$ cat src/rtl/hazard_ctrl_pkg.sv
// Shared pipeline definitions for the hazard controller: FSM encoding,
// register-index constants and the bundled control-output word.
package hazard_ctrl_pkg;

    typedef enum logic [1:0] {
        RUN      = 2'd0,
        MEM_WAIT = 2'd1,
        TIMEOUT  = 2'd2
    } state_t;

    localparam logic [4:0] REG_X0 = 5'd0;

    typedef struct packed {
        logic pc_write;
        logic ifid_write;
        logic ifid_flush;
        logic idex_flush;
        logic exmem_flush;
        logic hold;
    } ctrl_t;

    // Pipeline advances freely / everything frozen behind the PC.
    localparam ctrl_t CTRL_RUN  = '{1'b1, 1'b1, 1'b0, 1'b0, 1'b0, 1'b0};
    localparam ctrl_t CTRL_HOLD = '{1'b0, 1'b0, 1'b0, 1'b0, 1'b0, 1'b1};

endpackage

$ cat src/rtl/hazard_ctrl_event_counter.sv
// Free-running event counter with synchronous clear; wraps modulo 2^CNT_W.
module event_counter #(
    parameter int CNT_W = 32
) (
    input  logic             clk,
    input  logic             reset,
    input  logic             inc,
    output logic [CNT_W-1:0] count
);

    // NOTE: sequential state is updated only with non-blocking assignments so
    // every flop samples values from before the edge.
    always_ff @(posedge clk) begin
        if (reset)
            count <= '0;
        else if (inc)
            count <= count + CNT_W'(1);
    end

endmodule

$ cat src/rtl/hazard_ctrl.sv
// Pipeline hazard controller: load-use stalls, taken-branch flushes and
// data-memory wait handling with a sticky timeout, plus stall/flush counters.
module hazard_ctrl
    import hazard_ctrl_pkg::*;
#(
    parameter int MAX_WAIT = 16,
    parameter int CNT_W    = 32
) (
    input  logic             clk,
    input  logic             reset,
    input  logic [4:0]       ifid_rs1,
    input  logic [4:0]       ifid_rs2,
    input  logic [4:0]       idex_rd,
    input  logic             idex_memread,
    input  logic             exmem_branch,
    input  logic             exmem_zero,
    input  logic             exmem_memread,
    input  logic             exmem_memwrite,
    input  logic             dmem_ready,
    output logic             pc_write,
    output logic             ifid_write,
    output logic             ifid_flush,
    output logic             idex_flush,
    output logic             exmem_flush,
    output logic             hold,
    output logic             mem_timeout,
    output logic [CNT_W-1:0] stall_count,
    output logic [CNT_W-1:0] flush_count
);

    localparam int WAIT_W = $clog2(MAX_WAIT + 1);

    state_t            state, state_next;
    logic [WAIT_W-1:0] wait_cnt, wait_cnt_next;
    ctrl_t             ctrl;
    logic              memhaz, taken, loaduse;

    assign memhaz  = (exmem_memread | exmem_memwrite) & ~dmem_ready;
    assign taken   = exmem_branch & exmem_zero;
    assign loaduse = idex_memread & (idex_rd != REG_X0) &
                     ((idex_rd == ifid_rs1) | (idex_rd == ifid_rs2));

    always_ff @(posedge clk) begin
        if (reset) begin
            state       <= RUN;
            wait_cnt    <= '0;
            mem_timeout <= 1'b0;
        end else begin
            state       <= state_next;
            wait_cnt    <= wait_cnt_next;
            mem_timeout <= mem_timeout | (state_next == TIMEOUT);
        end
    end

    // NOTE: every signal driven here gets a default first, so no path leaves
    // it unassigned and no latch is inferred.
    always_comb begin
        state_next    = state;
        wait_cnt_next = wait_cnt;
        unique case (state)
            RUN: begin
                if (memhaz) begin
                    state_next    = MEM_WAIT;
                    wait_cnt_next = '0;
                end
            end
            MEM_WAIT: begin
                if (!memhaz) begin
                    state_next    = RUN;
                    wait_cnt_next = '0;
                end else begin
                    // The wait that brings the count to MAX_WAIT is the last one allowed.
                    wait_cnt_next = wait_cnt + WAIT_W'(1);
                    if (wait_cnt_next == WAIT_W'(MAX_WAIT))
                        state_next = TIMEOUT;
                end
            end
            TIMEOUT:  state_next = TIMEOUT;
            default:  state_next = RUN;
        endcase
    end

    always_comb begin
        ctrl = CTRL_RUN;
        if (reset) begin
            ctrl = CTRL_HOLD;
        end else if (state == TIMEOUT) begin
            ctrl = CTRL_HOLD;
        end else if (memhaz) begin
            ctrl = CTRL_HOLD;
        end else if (taken) begin
            ctrl.ifid_flush  = 1'b1;
            ctrl.idex_flush  = 1'b1;
            ctrl.exmem_flush = 1'b1;
        end else if (loaduse) begin
            ctrl.pc_write   = 1'b0;
            ctrl.ifid_write = 1'b0;
            ctrl.idex_flush = 1'b1;
        end
    end

    assign pc_write    = ctrl.pc_write;
    assign ifid_write  = ctrl.ifid_write;
    assign ifid_flush  = ctrl.ifid_flush;
    assign idex_flush  = ctrl.idex_flush;
    assign exmem_flush = ctrl.exmem_flush;
    assign hold        = ctrl.hold;

    event_counter #(.CNT_W(CNT_W)) u_stall_cnt (
        .clk   (clk),
        .reset (reset),
        .inc   (~ctrl.pc_write),
        .count (stall_count)
    );

    event_counter #(.CNT_W(CNT_W)) u_flush_cnt (
        .clk   (clk),
        .reset (reset),
        .inc   (ctrl.exmem_flush),
        .count (flush_count)
    );

endmodule

$ cat config.mk
export PLATFORM = sky130hd
export DESIGN_NAME = hazard_ctrl
export DESIGN_NICKNAME = d
export VERILOG_FILES = /design/src/rtl/hazard_ctrl_pkg.sv /design/src/rtl/hazard_ctrl_event_counter.sv /design/src/rtl/hazard_ctrl.sv
export SDC_FILE = /design/constraint.sdc
export NUM_CORES = 1
export LEC_CHECK = 0
export BUFFER_PORTS_ARGS = -buffer_cell sky130_fd_sc_hd__buf_4
export CAP_MARGIN = 40
export CORE_MARGIN = 2
export CORE_UTILIZATION = 53
export DETAILED_ROUTE_END_ITERATION = 8
export PLACE_DENSITY = 0.8
export RECOVER_POWER = 25
export SLEW_MARGIN = 10
export SYNTH_ARGS = -nofsm -noshare
export SYNTH_HDL_FRONTEND = slang
export SYNTH_HIERARCHICAL = 1
export SYNTH_SLANG_ARGS = --single-unit
$ cat constraint.sdc
create_clock -name clk -period 3 [get_ports clk]
set_clock_uncertainty 0.1 [all_clocks]
set_input_delay 0.45 -clock clk [delete_from_list [all_inputs] [get_ports clk]]
set_output_delay 0.45 -clock clk [all_outputs]
set_load 0.03 [all_outputs]
==> impl_metrics.tcl, run 1 <==
set metrics [dict create \
    status "completed" \
    power_density_mw_per_mm2 440.2 \
    fin_crit_sh 0.8739 \
    final-seq-area_sq_mm 0.001441 \
    dp_hpwl_um 6208 \
    area_growth_pct 23.41 \
    power_frac_seq 0.478 \
    antenna_cells 0 \
    setup.worst_path.start_class "primary input" \
    wl_per_cell_um 14.06 \
    drc 0 \
    design_power_total_uw 2026 \
    grtUsageTotal 0.2295 \
    critPathRequiredTime_ps 3140 \
    arrival_ps 2760 \
    rows 30 \
    routed_via_density 5.512 \
    maxCapViolCount 0 \
    synth_top_area_share 0.3864 \
    dr.pass1.iters 4 \
    grt-ovfl-total 0 \
    setup_viol 0 \
    cts_made_buffers 9 \
    syn_nets 459 \
    drtIter0Drc 124 \
    p_int_uw 1567 \
    multi_input_area_sq_mm 0.002130 \
    gp_congestion 0.8055 \
    yosysMostFrequentCell "dfxtp_1" \
    ir_drop_v 0.0003253 \
    fillers 559 \
    pwr-share-clk 0.454 \
    finalCriticalPeriod_ps 2622 \
    slowest_delay_ps 370 \
    dieArea_sq_mm 0.007725 \
    combPwrFrac 0.067 \
    antenna_found_initial 0 \
    grt_max_degree 66 \
    clock_path_buffers 2 \
    rsz0062_at_grt "false" \
    clock-root-buffer "clkbuf_8" \
    htreeDepth 3 \
    wirelength_um 8734 \
    dp_cells 605 \
    postCtsResizedCells 0 \
    num_io_pins 94 \
    postSynthCellCount 433 \
    finalNonFillerCells 621 \
    clock_sinks 72 \
    p_leak_uw 0.001798 \
    synthTopCellsByArea "dfxtp_1 39%, xor2_1 6.6%, mux2_2 6.3%, nor2_1 6.3%, nor2b_1 3.5%" \
    cts_tree "built" \
    avgSynthCellArea_sq_um 8.614 \
    path_clk_slew_ps 70 \
    yosys_register_bits 72 \
    vias 3423 \
    drv_slew 0 \
    hold_path_depth 2 \
    critPathKind "in2reg" \
    synth_flop_cell "dfxtp_1" \
    die_w_um 87.89 \
    clock_latency_ps 350 \
    swShare 0.2266 \
    switchingPower_uw 459.1 \
    drive_above_1_share 0.2286 \
    worst_pin_slew_ps 1204 \
    yosys-top-cells-count "72 x dfxtp_1, 63 x nor2_1, 28 x xor2_1" \
    synth-seq-area-share 0.3864 \
    cp_cell_sequence "buf_4 > xor2_1 > nor3_1 > a22oi_1 > o31ai_1 > and4_1 > nand4_1 > nor3b_1 > mux2_2" \
    min_path_type "reg2reg" \
    synth_edf_count 0 \
    max_freq_mhz 381.4 \
    synthArstFlopShare 0 \
    first_global_vias 3081 \
    ff2ff_path_depth 8 \
    fin_tns_setup_ps 0 \
    setup_ws_ps 378.3 \
    synth_warnings 6 \
    hold_buffers 0 \
    io_buffers 93 \
    cts_setup_buffers 0 \
    start_util 0.5490 \
    yosysTopAreaCell "dfxtp_1" \
    ys_types 43 \
    dp_slack_ps 20.99 \
    cp-end-kind "flip-flop" \
    grt_pass1_wl_um 14010 \
    crit_slowest_cell "o31ai_1" \
    syn_area_sq_mm 0.003730 \
    hold_viol 0 \
    relSlewSlack 0.1971 \
    ant_nets 0 \
    nNetsFinal 546 \
    die_h_um 87.89 \
    timing.hold.ws_ps 348.2 \
    cp_max_fo 6 \
    core_area_sq_mm 0.006794 \
]
## area by class of cell
class	count	area share
Multi-Input combinational cell	326	0.4626
Sequential cell	72	0.3131
Timing Repair Buffer	99	0.1373
Clock buffer	10	0.02772
Tap cell	96	0.02609
Clock inverter	6	0.02338
Inverter	12	0.009785
## sequential cells by signal, indices dropped and copies added, names as in the netlist
signal	flops
u_flush_cnt/count	32
u_stall_cnt/count	32
wait_cnt	5
state	2
mem_timeout	1
## worst max-delay path: cells and delay by family
family,cells,cell delay [ps]
buffers and inverters,1,130
xor gates and xnor gates,1,150
AOI/OAI and AO/OA,2,520
and+or+nand+nor,4,1140
muxes,1,370
## power groups by stage
stage	Sequential, uW	Clock [uW]	Combinational [uW]
final	969	921	136
after global placement	991	0	135
after floorplan	1000	0	73.1
after detailed placement	991	0	143
after CTS	969	933	143
after global routing	970	988	149
## layer usage
layer | vias to the layer above | GRT usage | part of all wire
li1 | 1706 | - | -
met1 | 1604 | 0.2828 | 0.44
met2 | 105 | 0.3760 | 0.48
met3 | 8 | 0.07540 | 0.066
met4 | 0 | 0.08252 | 0.0092
met5 | - | 0 | 0
## through the flow
stage / util / instance area [sq um]
6_report: 0.6775 / 4603
5_1_grt: 0.6775 / 4603
3_5_place_dp: 0.6622 / 4499
2_1_floorplan: - / 3730
3_3_place_gp: 0.6582 / 4472
4_1_cts: 0.6969 / 4735
## cell families (layout without fill, tap and decap cells)
kind of cell,Yosys count,in the layout,synth area share
simple gates,215,215,0.3160
xor+xnor,36,36,0.08454
buf+inv,35,127,0.04260
flops,72,72,0.3864
fa+ha+maj,3,3,0.01006
mux,29,29,0.08621
compound gates,43,43,0.07414
## final timing paths
path / start / to / slack (ps)
max: idex_rd[3] / u_stall_cnt/count[27] / 380
min: mem_timeout / mem_timeout / 350
max reg2reg: state[0] / u_flush_cnt/count[25] / 450
min reg2reg: mem_timeout / mem_timeout / 350
## layout by cell type, fill, tap and decap left out, types with 3 or more instances in the layout
cell | Yosys | routed
nand4_1 | 20 | 20
or4_4 | 3 | 3
nor2_1 | 63 | 63
nand2_1 | 20 | 20
o21ai_0 | 8 | 8
xnor2_1 | 8 | 8
clkbuf_8 | 0 | 9
clkbuf_1 | 15 | 30
nor4_1 | 4 | 4
inv_1 | 12 | 12
bufinv_16 | 0 | 3
and2_1 | 3 | 3
nor2b_1 | 21 | 21
buf_4 | 2 | 69
xor2_1 | 28 | 28
a21oi_1 | 15 | 15
and3_1 | 4 | 4
o31ai_1 | 8 | 8
nand3_1 | 20 | 20
ha_1 | 3 | 3
mux2_2 | 21 | 21
a32oi_1 | 3 | 3
and4_1 | 6 | 6
nor3_1 | 23 | 23
mux2i_1 | 4 | 4
dfxtp_1 | 72 | 72
or4_1 | 6 | 6
mux2_1 | 4 | 4
or3_1 | 9 | 9
Power figures use the tool's default switching activity.
==> run 2, diff against run 1 <==
Settings changed: SYNTH_HIERARCHICAL 1 to default.
==> impl_metrics.tcl, run 2 <==
set metrics [dict create \
    status "completed" \
    routed_via_density 5.648 \
    setup_viol 0 \
    grt-ovfl-total 0 \
    power_density_mw_per_mm2 410.5 \
    rows 30 \
    finalCriticalPeriod_ps 2727 \
    path_clk_slew_ps 70 \
    synth_warnings 0 \
    area_growth_pct 21.20 \
    dp_slack_ps 322.1 \
    clock_latency_ps 340 \
    ant_nets 0 \
    dp_hpwl_um 6244 \
    arrival_ps 2180 \
    syn_nets 456 \
    ir_drop_v 0.0002641 \
    antenna_cells 0 \
    clock_path_buffers 2 \
    final_common_cell "dfxtp_1" \
    die_h_um 87.82 \
    final-seq-area_sq_mm 0.001441 \
    max_freq_mhz 366.7 \
    grtUsageTotal 0.2388 \
    first_global_vias 3248 \
    yosysMostFrequentCell "dfxtp_1" \
    drtIter0Drc 157 \
    synthTopCellsByArea "dfxtp_1 39%, xnor2_1 6.8%, a21oi_1 5.9%, nor2_1 4.2%, or4_1 3.8%" \
    placed_cell_area_sq_mm 0.004442 \
    yosys_register_bits 72 \
    vias 3479 \
    avgSynthCellArea_sq_um 8.659 \
    clock_sinks 72 \
    drive_above_1_share 0.2115 \
    nNetsFinal 542 \
    antenna_found_initial 0 \
    die_w_um 87.82 \
    critPathRequiredTime_ps 2450 \
    synth-seq-area-share 0.3871 \
    synth_edf_count 0 \
    io_buffers 93 \
    yosysTopAreaCell "dfxtp_1" \
    postSynthCellCount 430 \
    dieArea_sq_mm 0.007712 \
    fillers 612 \
    drc 0 \
    maxCapViolCount 0 \
    syn_area_sq_mm 0.003724 \
    post-route-cell-area_sq_mm 0.004513 \
    ys_types 47 \
    p_leak_uw 0.001499 \
    min_path_type "in2reg" \
    critPathKind "in2out" \
    hold_buffers 0 \
    dr.pass1.iters 4 \
    gp_congestion 0.8010 \
    cts_made_buffers 9 \
    cp-end-kind "primary output" \
    cp_max_fo 21 \
    slowest_delay_ps 580 \
    clock-root-buffer "clkbuf_8" \
    multi_input_area_sq_mm 0.002096 \
    timing.hold.ws_ps 307.1 \
    synth_flop_cell "dfxtp_1" \
    fin_tns_setup_ps 0 \
    synth_top_area_share 0.3871 \
    setup.worst_path.start_class "primary input" \
    fin_crit_sh 0.9090 \
    final_cell_mix "72 x dfxtp_1, 67 x buf_4, 44 x a21oi_1, 42 x nor2_1, 31 x clkbuf_1" \
    start_util 0.5481 \
    setup_ws_ps 272.9 \
    cts_setup_buffers 0 \
    cp_cell_sequence "clkbuf_1 > or3_1 > a31oi_4 > buf_4" \
    drv_slew 0 \
    num_io_pins 94 \
    cts_tree "built" \
    wirelength_um 8900 \
    wl_per_cell_um 14.45 \
    relSlewSlack 0.2051 \
    grt_max_degree 60 \
    worst_pin_slew_ps 1192 \
    htreeDepth 3 \
    yosys-top-cells-count "72 x dfxtp_1, 44 x a21oi_1, 42 x nor2_1" \
    reg.largest.list "u_flush_cnt.count: 32 flops, u_stall_cnt.count: 32 flops, wait_cnt: 5 flops" \
    grt_pass1_wl_um 14720 \
    rsz0062_at_grt "false" \
    hold_viol 0 \
    crit_slowest_cell "or3_1" \
    synthArstFlopShare 0 \
    core_area_sq_mm 0.006794 \
    postCtsResizedCells 0 \
]
==> run 2: worst paths after layout <==
kind               startpoint                     to  slack [ps]  cells after the start
setup / recovery        reset             ifid_write         270                      4
hold / removal     dmem_ready               state[0]         310                      3
setup reg to reg     state[1]  u_flush_cnt.count[24]         630                      7
hold reg to reg   mem_timeout            mem_timeout         350                      2
==> run 2: cell families after synthesis <==
group                    count (synthesis)  synth area share
AND/OR/NAND/NOR                        191            0.3098
AO/OA/AOI/OAI                           87            0.1445
flip-flops                              72            0.3871
XOR/XNOR                                37           0.08703
buffers and inverters                   36           0.05007
multiplexers                             4           0.01142
adder cells (fa/ha/maj)                  3           0.01008
==> run 2: layer usage <==
metal | track usage | vias up | wire [um]
met5 | 0 | - | 0
met4 | 0.07832 | 0 | 66
met3 | 0.05749 | 5 | 641
met2 | 0.3960 | 104 | 4249
met1 | 0.3067 | 1628 | 3942
li1 | - | 1742 | -
==> run 2: power by group <==
part / switching, uW / leakage, uW / internal (uW)
Clock: 345 / 0.0000989 / 398
Combinational: 82.8 / 0.000819 / 56.2
Sequential: 8.25 / 0.000580 / 962
==> run 2: layout make-up <==
cell class,count,share of cell area
inverter,13,0.01081
tap,96,0.02661
clock buffer,11,0.03133
timing repair buffer,98,0.1375
multi-input combinational,322,0.4644
clock inverter,4,0.009981
sequential,72,0.3194
==> run 2: per-stage QoR <==
stage	std cells	total power, uW	utilization
finish	616	1853	0.6643
global route	616	1927	0.6643
CTS	616	1867	0.6812
detailed placement	601	1133	0.6538
global placement	601	1129	0.6538
floorplan	430	1078	-
==> run 2: critical path: cells and delay by family <==
kind | cells | cell delay, ps
buf+inv | 2 | 620
simple gates | 1 | 580
compound gates | 1 | 530
